**src/rtl/uart_pkg.sv**
```systemverilog
// Shared UART definitions: receiver state encoding, oversample ratio and the
// phase-accumulator increment helper used by both the RX and TX stages.
package uart_pkg;

  typedef enum logic [2:0] {
    ST_IDLE  = 3'd0,
    ST_START = 3'd1,
    ST_DATA  = 3'd2,
    ST_STOP  = 3'd3,
    ST_BREAK = 3'd4
  } uart_state_t;

  localparam int OVS = 16;

  // Rounded increment so that acc overflows at baud*ovs Hz; pre-shifted to stay in 64 bits.
  function automatic logic [31:0] baud_inc(input longint unsigned clk_hz,
                                           input longint unsigned baud,
                                           input longint unsigned ovs,
                                           input int unsigned     w);
    longint unsigned num;
    num = ((baud * ovs) << (w - 7)) + (clk_hz >> 8);
    return 32'(num / (clk_hz >> 7));
  endfunction

endpackage

```
**src/rtl/uart_baud_tick.sv**
```systemverilog
// Free-running phase accumulator producing the oversample tick (one clk wide)
// for a UART running at BAUD*OVS; reusable by the transmitter.
module uart_baud_tick
  import uart_pkg::*;
#(
  parameter int CLK_FREQ  = 50000000,
  parameter int BAUD      = 115200,
  parameter int ACC_WIDTH = 16
) (
  input  logic clk,
  input  logic rst_n,
  output logic o_tick
);

  localparam logic [31:0] INC = baud_inc(64'(CLK_FREQ), 64'(BAUD), 64'(OVS), ACC_WIDTH);
  localparam logic [ACC_WIDTH:0] INC_W = INC[ACC_WIDTH:0];

  logic [ACC_WIDTH:0] r_acc;

  // The carry bit is the tick; it is dropped on the next add so the phase keeps running.
  always_ff @(posedge clk or negedge rst_n) begin
    if (!rst_n) r_acc <= '0;
    else        r_acc <= {1'b0, r_acc[ACC_WIDTH-1:0]} + INC_W;
  end

  assign o_tick = r_acc[ACC_WIDTH];

endmodule

```
**src/rtl/uart_word_receiver.sv**
```systemverilog
// 8N1 serial receiver with 3-sample mid-bit voting; pairs bytes high-then-low
// into 16-bit words and drops a lone high byte after an idle timeout.
// Outputs are single-cycle valid pulses with no ready: the consumer must sample them.
module uart_word_receiver
  import uart_pkg::*;
#(
  parameter int CLK_FREQ     = 50000000,
  parameter int BAUD         = 115200,
  parameter int ACC_WIDTH    = 16,
  parameter int TIMEOUT_BITS = 4
) (
  input  logic        clk,
  input  logic        rst_n,
  input  logic        rxd,
  output logic [7:0]  rx_byte,
  output logic        rx_byte_valid,
  output logic [15:0] rx_word,
  output logic        rx_word_valid,
  output logic        frame_err,
  output logic        rx_busy,
  output logic [2:0]  dbg_state
);

  localparam int TMO_TICKS = TIMEOUT_BITS * OVS;
  localparam int TMO_W     = $clog2(TMO_TICKS + 1);
  localparam logic [TMO_W-1:0] TMO_LAST = TMO_W'(TMO_TICKS - 1);

  logic              r_sync1, r_rxs, r_rxs_d;
  uart_state_t       r_state;
  logic [3:0]        r_os_cnt;
  logic [2:0]        r_bit_idx;
  logic [7:0]        r_shift;
  logic [1:0]        r_samp;
  logic              r_half;
  logic [7:0]        r_hi;
  logic [TMO_W-1:0]  r_tmo_cnt;

  logic w_tick, w_start_edge, w_mid, w_vote, w_tmo_expire;

  uart_baud_tick #(
    .CLK_FREQ (CLK_FREQ),
    .BAUD     (BAUD),
    .ACC_WIDTH(ACC_WIDTH)
  ) u_baud_tick (
    .clk   (clk),
    .rst_n (rst_n),
    .o_tick(w_tick)
  );

  // Ticks are numbered from 1 after the start edge; the vote covers ticks 7,8,9
  // and is taken on tick 9 (os_cnt==8 before the increment). os_cnt wraps mod 16.
  assign w_start_edge = (r_state == ST_IDLE) && r_rxs_d && !r_rxs;
  assign w_mid        = w_tick && (r_os_cnt == 4'd8);
  assign w_vote       = (r_samp[1] & r_samp[0]) | (r_samp[1] & r_rxs) | (r_samp[0] & r_rxs);
  assign w_tmo_expire = r_half && (r_state == ST_IDLE) && w_tick &&
                        (r_tmo_cnt == TMO_LAST) && !w_start_edge;

  always_ff @(posedge clk or negedge rst_n) begin
    if (!rst_n) begin
      r_sync1       <= 1'b1;
      r_rxs         <= 1'b1;
      r_rxs_d       <= 1'b1;
      r_state       <= ST_IDLE;
      r_os_cnt      <= '0;
      r_bit_idx     <= '0;
      r_shift       <= '0;
      r_samp        <= '0;
      r_half        <= 1'b0;
      r_hi          <= '0;
      r_tmo_cnt     <= '0;
      rx_byte       <= '0;
      rx_byte_valid <= 1'b0;
      rx_word       <= '0;
      rx_word_valid <= 1'b0;
      frame_err     <= 1'b0;
    end else begin
      r_sync1       <= rxd;
      r_rxs         <= r_sync1;
      r_rxs_d       <= r_rxs;
      rx_byte_valid <= 1'b0;
      rx_word_valid <= 1'b0;
      frame_err     <= 1'b0;
      if (w_tick) r_samp <= {r_samp[0], r_rxs};
      if (w_tmo_expire) r_half <= 1'b0;

      case (r_state)
        ST_IDLE: begin
          if (r_half && w_tick) r_tmo_cnt <= r_tmo_cnt + TMO_W'(1);
          if (w_start_edge) begin
            r_state  <= ST_START;
            r_os_cnt <= '0;
          end
        end
        ST_START: if (w_tick) begin
          r_os_cnt  <= r_os_cnt + 4'd1;
          r_bit_idx <= '0;
          if (w_mid) r_state <= w_vote ? ST_IDLE : ST_DATA;
        end
        ST_DATA: if (w_tick) begin
          r_os_cnt <= r_os_cnt + 4'd1;
          if (w_mid) begin
            r_shift   <= {w_vote, r_shift[7:1]};
            r_bit_idx <= r_bit_idx + 3'd1;
            if (r_bit_idx == 3'd7) r_state <= ST_STOP;
          end
        end
        ST_STOP: if (w_tick) begin
          r_os_cnt <= r_os_cnt + 4'd1;
          if (w_mid) begin
            if (w_vote) begin
              r_state       <= ST_IDLE;
              rx_byte       <= r_shift;
              rx_byte_valid <= 1'b1;
              if (r_half) begin
                rx_word       <= {r_hi, r_shift};
                rx_word_valid <= 1'b1;
                r_half        <= 1'b0;
              end else begin
                r_hi      <= r_shift;
                r_half    <= 1'b1;
                r_tmo_cnt <= '0;
              end
            end else begin
              r_state   <= ST_BREAK;
              frame_err <= 1'b1;
              r_half    <= 1'b0;
              r_os_cnt  <= '0;
            end
          end
        end
        ST_BREAK: begin
          // Any low sample restarts the full high bit-time we wait for.
          if (!r_rxs) r_os_cnt <= '0;
          else if (w_tick) begin
            if (r_os_cnt == 4'd15) r_state <= ST_IDLE;
            else r_os_cnt <= r_os_cnt + 4'd1;
          end
        end
        default: r_state <= ST_IDLE;
      endcase
    end
  end

  assign rx_busy   = (r_state != ST_IDLE);
  assign dbg_state = r_state;

endmodule
```
**config.mk**
```make
export PLATFORM = sky130hd
export DESIGN_NAME = uart_word_receiver
export DESIGN_NICKNAME = d
export VERILOG_FILES = /design/src/rtl/uart_pkg.sv /design/src/rtl/uart_baud_tick.sv /design/src/rtl/uart_word_receiver.sv
export SDC_FILE = /design/constraint.sdc
export NUM_CORES = 1
export LEC_CHECK = 0
export CORE_AREA = 2 2 82 84
export CTS_CLUSTER_DIAMETER = 50
export DETAILED_ROUTE_END_ITERATION = 8
export DIE_AREA = 0 0 84 86
export HOLD_SLACK_MARGIN = 0.12
export PLACE_DENSITY = 0.76
export SETUP_SLACK_MARGIN = 0.1
export SLEW_MARGIN = 20
export SYNTH_ARGS = -nofsm -noshare
export SYNTH_HDL_FRONTEND = slang
export SYNTH_SLANG_ARGS = --single-unit
```
**constraint.sdc**
```tcl
create_clock -name clk -period 2.3 [get_ports clk]
set_input_delay 0.69 -clock clk [delete_from_list [all_inputs] [get_ports clk]]
set_output_delay 0.69 -clock clk [all_outputs]
set_load 0.02 [all_outputs]
```
==> flow_summary.toml, run 1 <==
[critical_path]
path_class = "reg -> out"
setup.worst_path.start_class = "register"
cp-end-kind = "output pin"
cp_data_arrival_time_ns = 1.42
cp_max_fo = 2
cp.required_ns = 1.61

[yosys]
yosysWarnings = 0
synth_area_um2 = 3415
yosys.area.top_type_share = 0.5570
ys_async_sr_fraction = 1.000
netlist_instances = 275
synthFlopType = "dfrtp_1"
synth.distinct_cells = 53
ys_seq_elements = 79
yosysMostFrequentCell = "dfrtp_1"
synth-seq-area-share = 0.5801
avgSynthCellArea_um2 = 12.42
synth_top_area_cell = "dfrtp_1"
syn_nets = 284
synth_edf_count = 0
synth_area_leaders = "dfrtp_1 (56%), mux2_2 (7.6%), nand2_1 (4.1%)"
synth_commonest_cells = "dfrtp_1 (76), nand2_1 (37), mux2_2 (23), inv_1 (13)"

[drt]
vias = 2177
drt_wl_total_um = 5911
drtIter0Drc = 79
vias_per_cell = 5.456
wl_met1_um = 2708
wl_per_cell_um = 14.81
drtAntennaViolNets = 0
wl_met3_um = 227
wl_met2_um = 2818
drc = 0
first_pass_iters = 5
highest_layer = "met4"

[cts]
cts.sinks = 79
insertion_delay_ns = 0.36
postCtsHoldBufs = 0
clk_path_buf_depth = 2
root_buffer = "clkbuf_8"
htreeDepth = 3
cts_tree = "yes"
path_clk_slew_ns = 0.07
cts-buffers-inserted = 9

[final_layout]
num_antenna_cells = 0
area_growth_pct = 18.18
final_nets = 326
layoutNonFillerInstCount = 399
drive_gt1_frac = 0.1957

[sta]
worst_slew_pin_slew_ns = 0.4848
relSlewSlack = 0.6759
drv_slew = 0
fin_crit_ns = 2.109
rsz0062_at_grt = "no"
clock_skew_ns = 0.006424
setup_viol = 0
hold_viol_final = 0
max_freq_ghz = 0.4741
fin_crit_sh = 0.9172
fin_setup_tns_ns = 0

[power]
power_switching_uw = 677.4
switching_share = 0.2477
p_per_area_nw_per_um2 = 677.8
p_total_uw = 2735
comb_power_share = 0.096
pwr-share-clk = 0.374
power_frac_seq = 0.531
power.internal_uw = 2058
irDropWorstVdd_mv = 0.5270
power.leakage_uw = 0.001939

[placement]
gp_congestion = 0.8243
placedCellCount = 383
dpl.hpwl_um = 4131
port_buffers = 33

[worst_hold_path]
holdCritPathClass = "in -> async"

[floorplanning]
pin_count = 34
start_util = 0.5440
dieArea_um2 = 7224
die_x_um = 84
rows = 29
placeableCoreArea_um2 = 6277
die_y_um = 86

[global_route]
antenna_found_initial = 0
grt_max_degree = 35
grt_overflow = 0
track_usage = 0.1863
grt_pass1_vias = 2280
grt_pass1_wl_um = 10450

[outcome]
outcome = "complete, no violations"

[flow_run]
maxCapViolCount = 0
[per-stage QoR]
| stage | hold WS, ns | instance area (um^2) | setup slack, ns | utilization |
|---|---|---|---|---|
| 3_3_place_gp | 0.3470 | 3835 | 0.3469 | 0.6109 |
| 5_1_grt | 0.2829 | 4035 | 0.1039 | 0.6428 |
| 3_5_place_dp | 0.3484 | 3835 | 0.2391 | 0.6109 |
| 4_1_cts | 0.2661 | 4033 | 0.1049 | 0.6424 |
| 6_report | 0.2606 | 4035 | 0.1906 | 0.6428 |
| 2_1_floorplan | 0.3452 | 3415 | 0.4346 | - |
[what timing repair did]
action	CTS	global route
gates resized for setup	2	1
buffers inserted	0	0
setup endpoints to repair	2	1
[cell usage in the layout, fill, tap and decap left out, types with 6 or more instances in the layout]
master,instances
buf_4,6
clkbuf_8,10
clkdlybuf4s50_1,29
dfrtp_1,76
ha_1,6
inv_1,13
mux2_2,23
mux2_4,9
nand2_1,37
nand3_1,10
nor2_1,6
o21ai_0,10
xor2_1,6
[layer usage]
metal / global-route usage / up-vias
met5: 0 / -
met4: 0.08798 / 0
met3: 0.05871 / 16
met2: 0.2945 / 43
met1: 0.2363 / 1073
li1: - / 1045
[critical path: stages, from the launching register on]
cell,delay [ns]
dfrtp_1,0.38
or3_1,0.36
dlygate4sd2_1,0.33
[power groups by stage]
stage	combinational (uW)	sequential [uW]	clock [uW]
finish	261	1450	1020
global route	295	1460	1110
CTS	269	1450	1060
detailed placement	269	1480	0
global placement	257	1480	0
floorplan	182	1480	0
[path summary, 6_finish.rpt]
check / cells after the start / slack (ns) / startpoint / to
min: 1 / 0.26 / rst_n / frame_err
max: 2 / 0.19 / dbg_state[2] / rx_busy
min in group clk: 0 / 0.36 / r_sync1 / r_rxs
min reg2reg: 0 / 0.36 / r_sync1 / r_rxs
max in group asynchronous: 2 / 1.41 / rst_n / r_rxs_d
max reg2reg: 6 / 0.24 / r_os_cnt[0] / r_tmo_cnt[1]
[cells by family (layout without fill, tap and decap cells)]
logic type,count (synthesis),count (layout),share of synthesized area
AO/OA/AOI/OAI,35,35,0.06926
XOR/XNOR,11,11,0.02821
adder cells (fa/ha/maj),7,7,0.02528
buffers and inverters,22,69,0.03481
flip-flops,79,79,0.5801
multiplexers,39,39,0.1374
AND/OR/NAND/NOR,82,82,0.1250
[cell type report]
cell class / count / area [um^2]
Clock inverter: 4 / 55.05
Tap cell: 77 / 96.34
Clock buffer: 12 / 145.1
Fill cell: 479 / 2242
Multi-Input combinational cell: 174 / 1315
Timing Repair Buffer: 39 / 385.4
Inverter: 14 / 57.56
Sequential cell: 79 / 1981
[state kept, by name, indices dropped and copies added, names as in the netlist]
register	count
dbg_state	3
frame_err	1
r_bit_idx	3
r_half	1
r_hi	8
r_os_cnt	4
r_rxs	1
r_rxs_d	1
r_samp	2
r_shift	8
r_sync1	1
r_tmo_cnt	7
rx_byte	8
rx_byte_valid	1
rx_word	16
rx_word_valid	1
u_baud_tick.r_acc	13
Power figures use the tool's default switching activity.
==> inputs of run 2 (changes only) <==
- CORE_AREA: 2 2 82 84 -> 2 2 82 92
- DIE_AREA: 0 0 84 86 -> 0 0 84 94
- PLACE_DENSITY: 0.76 -> 0.7
==> run 2 against run 1 <==
Against the previous run: worst hold slack better by 0.029 ns; die area is 9.3% higher; cell count is 2.3% higher; clock power is 22% higher; combinational power hardly changed; sequential power hardly changed; core utilization is 5.2 points lower; critical path type unchanged; largest cell class unchanged; highest routed layer unchanged.
==> flow_summary.toml, run 2 (synthesized netlist as in run 1, its figures left out) <==
[floorplanning]
pin_count = 34
placeableCoreArea_um2 = 6927
die_y_um = 94
dieArea_um2 = 7896
start_util = 0.4930
rows = 32
die_x_um = 84

[final_layout]
drive_gt1_frac = 0.2012
final_nets = 327
largest_reg_flops = 16
area_growth_pct = 19.93
top_regs = "rx_word: 16 flops, u_baud_tick.r_acc: 13 flops"
final_cell_mix = "dfrtp_1 (76), nand2_1 (37), clkdlybuf4s50_1 (29)"
regMostFlops = "rx_word"
fillCellCount = 585
num_antenna_cells = 0
final_common_cell = "dfrtp_1"

[placement]
gp_congestion = 0.7986
dpl.hpwl_um = 4058
port_buffers = 33

[outcome]
outcome = "complete, no violations"

[power]
p_per_area_nw_per_um2 = 720.8
power.leakage_uw = 0.001963
p_total_uw = 2952
irDropWorstVdd_mv = 0.4215

[cts]
cts-buffers-inserted = 9
path_clk_slew_ns = 0.08
postCtsSetupRepairBufs = 0
clk_path_buf_depth = 2
cts_tree = "yes"
postCtsHoldBufs = 0
cts.sinks = 79
htreeDepth = 3
insertion_delay_ns = 0.35
root_buffer = "clkbuf_8"

[drt]
wl_per_cell_um = 14.61
drc = 0
vias_per_cell = 5.260
drt_wl_total_um = 5960
drtIter0Drc = 157
drtAntennaViolNets = 0
vias = 2146
first_pass_iters = 4

[sta]
clock_skew_ns = 0.009970
drv_slew = 0
worst_slew_pin_slew_ns = 0.5145
fin_crit_ns = 2.080
hold_viol_final = 0
max_freq_ghz = 0.4807
rsz0062_at_grt = "no"
relSlewSlack = 0.6560
setup_viol = 0
fin_setup_tns_ns = 0
fin_crit_sh = 0.9045

[global_route]
grt_pass1_vias = 2136
grt_max_degree = 37
grt_overflow = 0
grt_pass1_wl_um = 10310
track_usage = 0.1678
antenna_found_initial = 0

[critical_path]
setup.worst_path.start_class = "register"
crit_path_top_delay_cell = "dfrtp_1"
rr_startpoint = "r_os_cnt[0]"
cp.required_ns = 1.61
max_stage_delay_ns = 0.38
cp-end-kind = "output pin"
path_class = "reg -> out"
critPathLaunch = "dbg_state[2]"
cp_data_arrival_time_ns = 1.39
cp_max_fo = 2
path_cells = "or3_1, dlygate4sd2_1"

[flow_run]
maxCapViolCount = 0

[worst_hold_path]
holdCritPathClass = "in -> async"
-- run 2: critical path: cells and delay by family, from the launching register on --
family | cells | cell delay (ns)
AND/OR/NAND/NOR | 1 | 0.35
buffers and inverters | 1 | 0.32
flip-flops | 1 | 0.38
-- run 2: where the power goes --
part / switching, uW / leakage [uW] / internal [uW]
Sequential: 27.7 / 0.00104 / 1430
Combinational: 163 / 0.000811 / 96.3
Clock: 511 / 0.000117 / 729
Total: 701 / 0.00196 / 2250
-- run 2: through the flow --
| step | util | hold WS [ns] | cell area, um^2 | cells | worst slack [ns] |
|---|---|---|---|---|---|
| final | 0.5912 | 0.2895 | 4095 | 408 | 0.2198 |
| after global routing | 0.5912 | 0.3169 | 4095 | 408 | 0.1364 |
| after CTS | 0.5909 | 0.2978 | 4093 | 408 | 0.1220 |
| after detailed placement | 0.5562 | 0.3513 | 3852 | 392 | 0.2963 |
| after global placement | 0.5562 | 0.3459 | 3852 | 392 | 0.3496 |
| after floorplan | - | 0.3452 | 3415 | 275 | 0.4346 |
-- run 2: final cells by class --
cell class | count | area, um^2 | area share
tap | 85 | 106.4 | 0.02597
clock inverter | 6 | 115.1 | 0.02811
clock buffer | 10 | 127.6 | 0.03116
inverter | 14 | 57.56 | 0.01405
sequential | 79 | 1981 | 0.4837
multi-input combinational | 174 | 1315 | 0.3211
timing repair buffer | 40 | 392.9 | 0.09594
-- run 2: metal layers --
layer	track usage	part of all wire
met4	0.08333	0.016
met2	0.2487	0.47
met3	0.03339	0.020
met1	0.2369	0.49
met5	0	0
-- run 2: final timing paths --
| check | end | slack (ns) | cells past startpoint |
|---|---|---|---|
| max | rx_busy | 0.22 | 2 |
| min | u_baud_tick.r_acc[14] | 0.29 | 1 |
| max reg2reg | r_shift[2] | 0.27 | 5 |
| min reg2reg | r_rxs | 0.36 | 0 |
| max in group asynchronous | rx_byte[3] | 1.42 | 2 |
| min in group clk | r_rxs | 0.36 | 0 |
-- run 2: repair_timing --
action,in CTS,in global routing
resized for setup,2,1
setup endpoints to repair,2,1
pin swaps,0,0
==> inputs of run 3 (changes only) <==
- ABC_AREA: default -> 1
- CORE_AREA: 2 2 82 92 -> 2 2 84 94
- DIE_AREA: 0 0 84 94 -> 0 0 86 96
- PLACE_DENSITY: 0.7 -> 0.69
- SYNTH_HIERARCHICAL: default -> 1
==> run 3 against run 2 <==
Against the previous run: clock skew fell by 0.0029 ns; largest cell class unchanged; fmax decreased by 2.5%; critical path type unchanged; flip-flop and latch count stayed put; non-clock buffer count did not move; sequential power is essentially flat; highest routed layer unchanged; via count up 28%.
==> flow_summary.toml, run 3 <==
[drt]
wl_per_cell_um = 12.16
drc = 0
first_pass_iters = 4
drtAntennaViolNets = 0
vias_per_cell = 5.048
drtIter0Drc = 128
vias = 2741
drt_wl_total_um = 6603

[yosys]
synth-seq-area-share = 0.5606
syn_nets = 418
ys_async_sr_fraction = 1.000
yosysWarnings = 6
ys_seq_elements = 79
netlist_instances = 409
yosys.area.top_type_share = 0.5382
synth_commonest_cells = "nand2_1 (117), dfrtp_1 (76), o21ai_0 (49), inv_1 (44), nand3_1 (30)"
synth_area_leaders = "dfrtp_1 (54%), nand2_1 (12%), o21ai_0 (6.9%)"
synth_edf_count = 0
synth.distinct_cells = 30
synthFlopType = "dfrtp_1"
avgSynthCellArea_um2 = 8.639
synth_area_um2 = 3533
yosysMostFrequentCell = "nand2_1"
synth_top_area_cell = "dfrtp_1"

[final_layout]
fillCellCount = 658
multi_input_area_um2 = 1331
drive_gt1_frac = 0.1118
regMostFlops = "rx_word"
regArea_um2 = 1981
final_cell_mix = "nand2_1 (117), dfrtp_1 (76), o21ai_0 (49)"
final_common_cell = "nand2_1"
largest_reg_flops = 16
num_antenna_cells = 0
top_regs = "rx_word: 16 flops, u_baud_tick/r_acc: 13 flops"
area_growth_pct = 18.59
final_nets = 460

[floorplanning]
die_y_um = 96
start_util = 0.4835
die_x_um = 86
rows = 33
pin_count = 34
dieArea_um2 = 8256
placeableCoreArea_um2 = 7308

[power]
p_per_area_nw_per_um2 = 723.7
power.leakage_uw = 0.002124
irDropWorstVdd_mv = 0.4968
p_total_uw = 3032

[critical_path]
cp_max_fo = 7
path_class = "reg -> out"
cp_top_family = "buffers and inverters"
max_stage_delay_ns = 0.64
cp_data_arrival_time_ns = 1.44
setup.worst_path.start_class = "register"
worstPathBufferInverterCount = 1
path_cells = "clkdlybuf4s50_1"
cp.required_ns = 1.61
crit_path_top_delay_cell = "clkdlybuf4s50_1"
cp-end-kind = "output pin"

[sta]
max_freq_ghz = 0.4689
whs_ns = 0.2425
setup_viol = 0
worst_slew_pin_slew_ns = 0.5477
fin_crit_ns = 2.133
relSlewSlack = 0.6344
drv_slew = 0
clock_skew_ns = 0.007113
fin_setup_tns_ns = 0
rsz0062_at_grt = "yes"
hold_viol_final = 0
fin_crit_sh = 0.9273

[placement]
gp_congestion = 0.9242
port_buffers = 33
dpl.hpwl_um = 4662

[global_route]
antenna_found_initial = 0
grt_pass1_wl_um = 11720
grt_max_degree = 53
grt_pass1_vias = 2710
grt_overflow = 0
track_usage = 0.1802

[flow_run]
maxCapViolCount = 0

[cts]
htreeDepth = 3
cts-buffers-inserted = 9
insertion_delay_ns = 0.35
cts_tree = "yes"
cts.sinks = 79
root_buffer = "clkbuf_8"
path_clk_slew_ns = 0.08
clk_path_buf_depth = 2

[worst_hold_path]
holdCritPathClass = "in -> async"

[outcome]
outcome = "complete, no violations"
[run 3: cell count changes in the layout (fill, tap and decap cells not counted), moves of 8 or more]
cell | before | now
nand2_2 | 0 | 8
nor2_1 | 6 | 23
o21ai_1 | 1 | 10
mux2_2 | 23 | 0
nand2_1 | 37 | 117
o21ai_0 | 10 | 49
mux2_4 | 9 | 0
inv_1 | 13 | 44
nand3_1 | 10 | 30
[run 3: kinds of logic (layout without fill, tap and decap cells)]
family,Yosys count,after routing,synth area share
simple gates,196,196,0.2429
flops,79,79,0.5606
compound gates,66,66,0.09703
buf+inv,56,103,0.06338
fa+ha+maj,6,6,0.02125
xor+xnor,6,6,0.01487
[run 3: final timing paths]
check / start / endpoint / slack (ns) / depth (start not counted)
setup / recovery: dbg_state[1] / dbg_state[1] / 0.17 / 1
hold / removal: rst_n / rx_word[14] / 0.24 / 1
setup reg to reg: r_os_cnt[0] / rx_word[3] / 0.40 / 8
hold reg to reg: r_sync1 / r_rxs / 0.36 / 0
max in group asynchronous: rst_n / r_tmo_cnt[2] / 1.47 / 2
min in group clk: r_sync1 / r_rxs / 0.36 / 0
[run 3: layer usage]
layer | track usage | share of wire | vias to the layer above
met2 | 0.2952 | 0.47 | 49
met3 | 0.03774 | 0.035 | 12
li1 | - | - | 1384
met5 | 0 | 0 | -
met1 | 0.2308 | 0.47 | 1296
met4 | 0.08201 | 0.020 | 0
[run 3: power breakdown]
part           leakage, uW  switching, uW  internal, uW
clock network    0.0000956            515           503
logic             0.000980            361           178
registers          0.00105           48.6          1430
total              0.00212            925          2110
[run 3: timing repair]
item                       CTS  global route
pin swaps                    0             0
gates cloned                 0             0
resized for setup            2             2
setup endpoints to repair    1             3
setup buffers                0             0
hold buffers                 0             0
[run 3: metrics by stage]
step	worst slack, ns	std cells	instance area, um^2	utilization
floorplan	0.6900	409	3533	-
global placement	0.3275	527	3988	0.5456
detailed placement	0.2731	527	3988	0.5456
CTS	0.1249	543	4185	0.5727
global route	0.06794	543	4190	0.5734
finish	0.1671	543	4190	0.5734
[run 3: layout make-up]
cell class / instances / share of cell area
timing repair buffer: 40 / 0.09465
tap: 87 / 0.02598
clock buffer: 9 / 0.02956
clock inverter: 7 / 0.01732
multi-input combinational: 274 / 0.3177
inverter: 47 / 0.04210
sequential: 79 / 0.4727
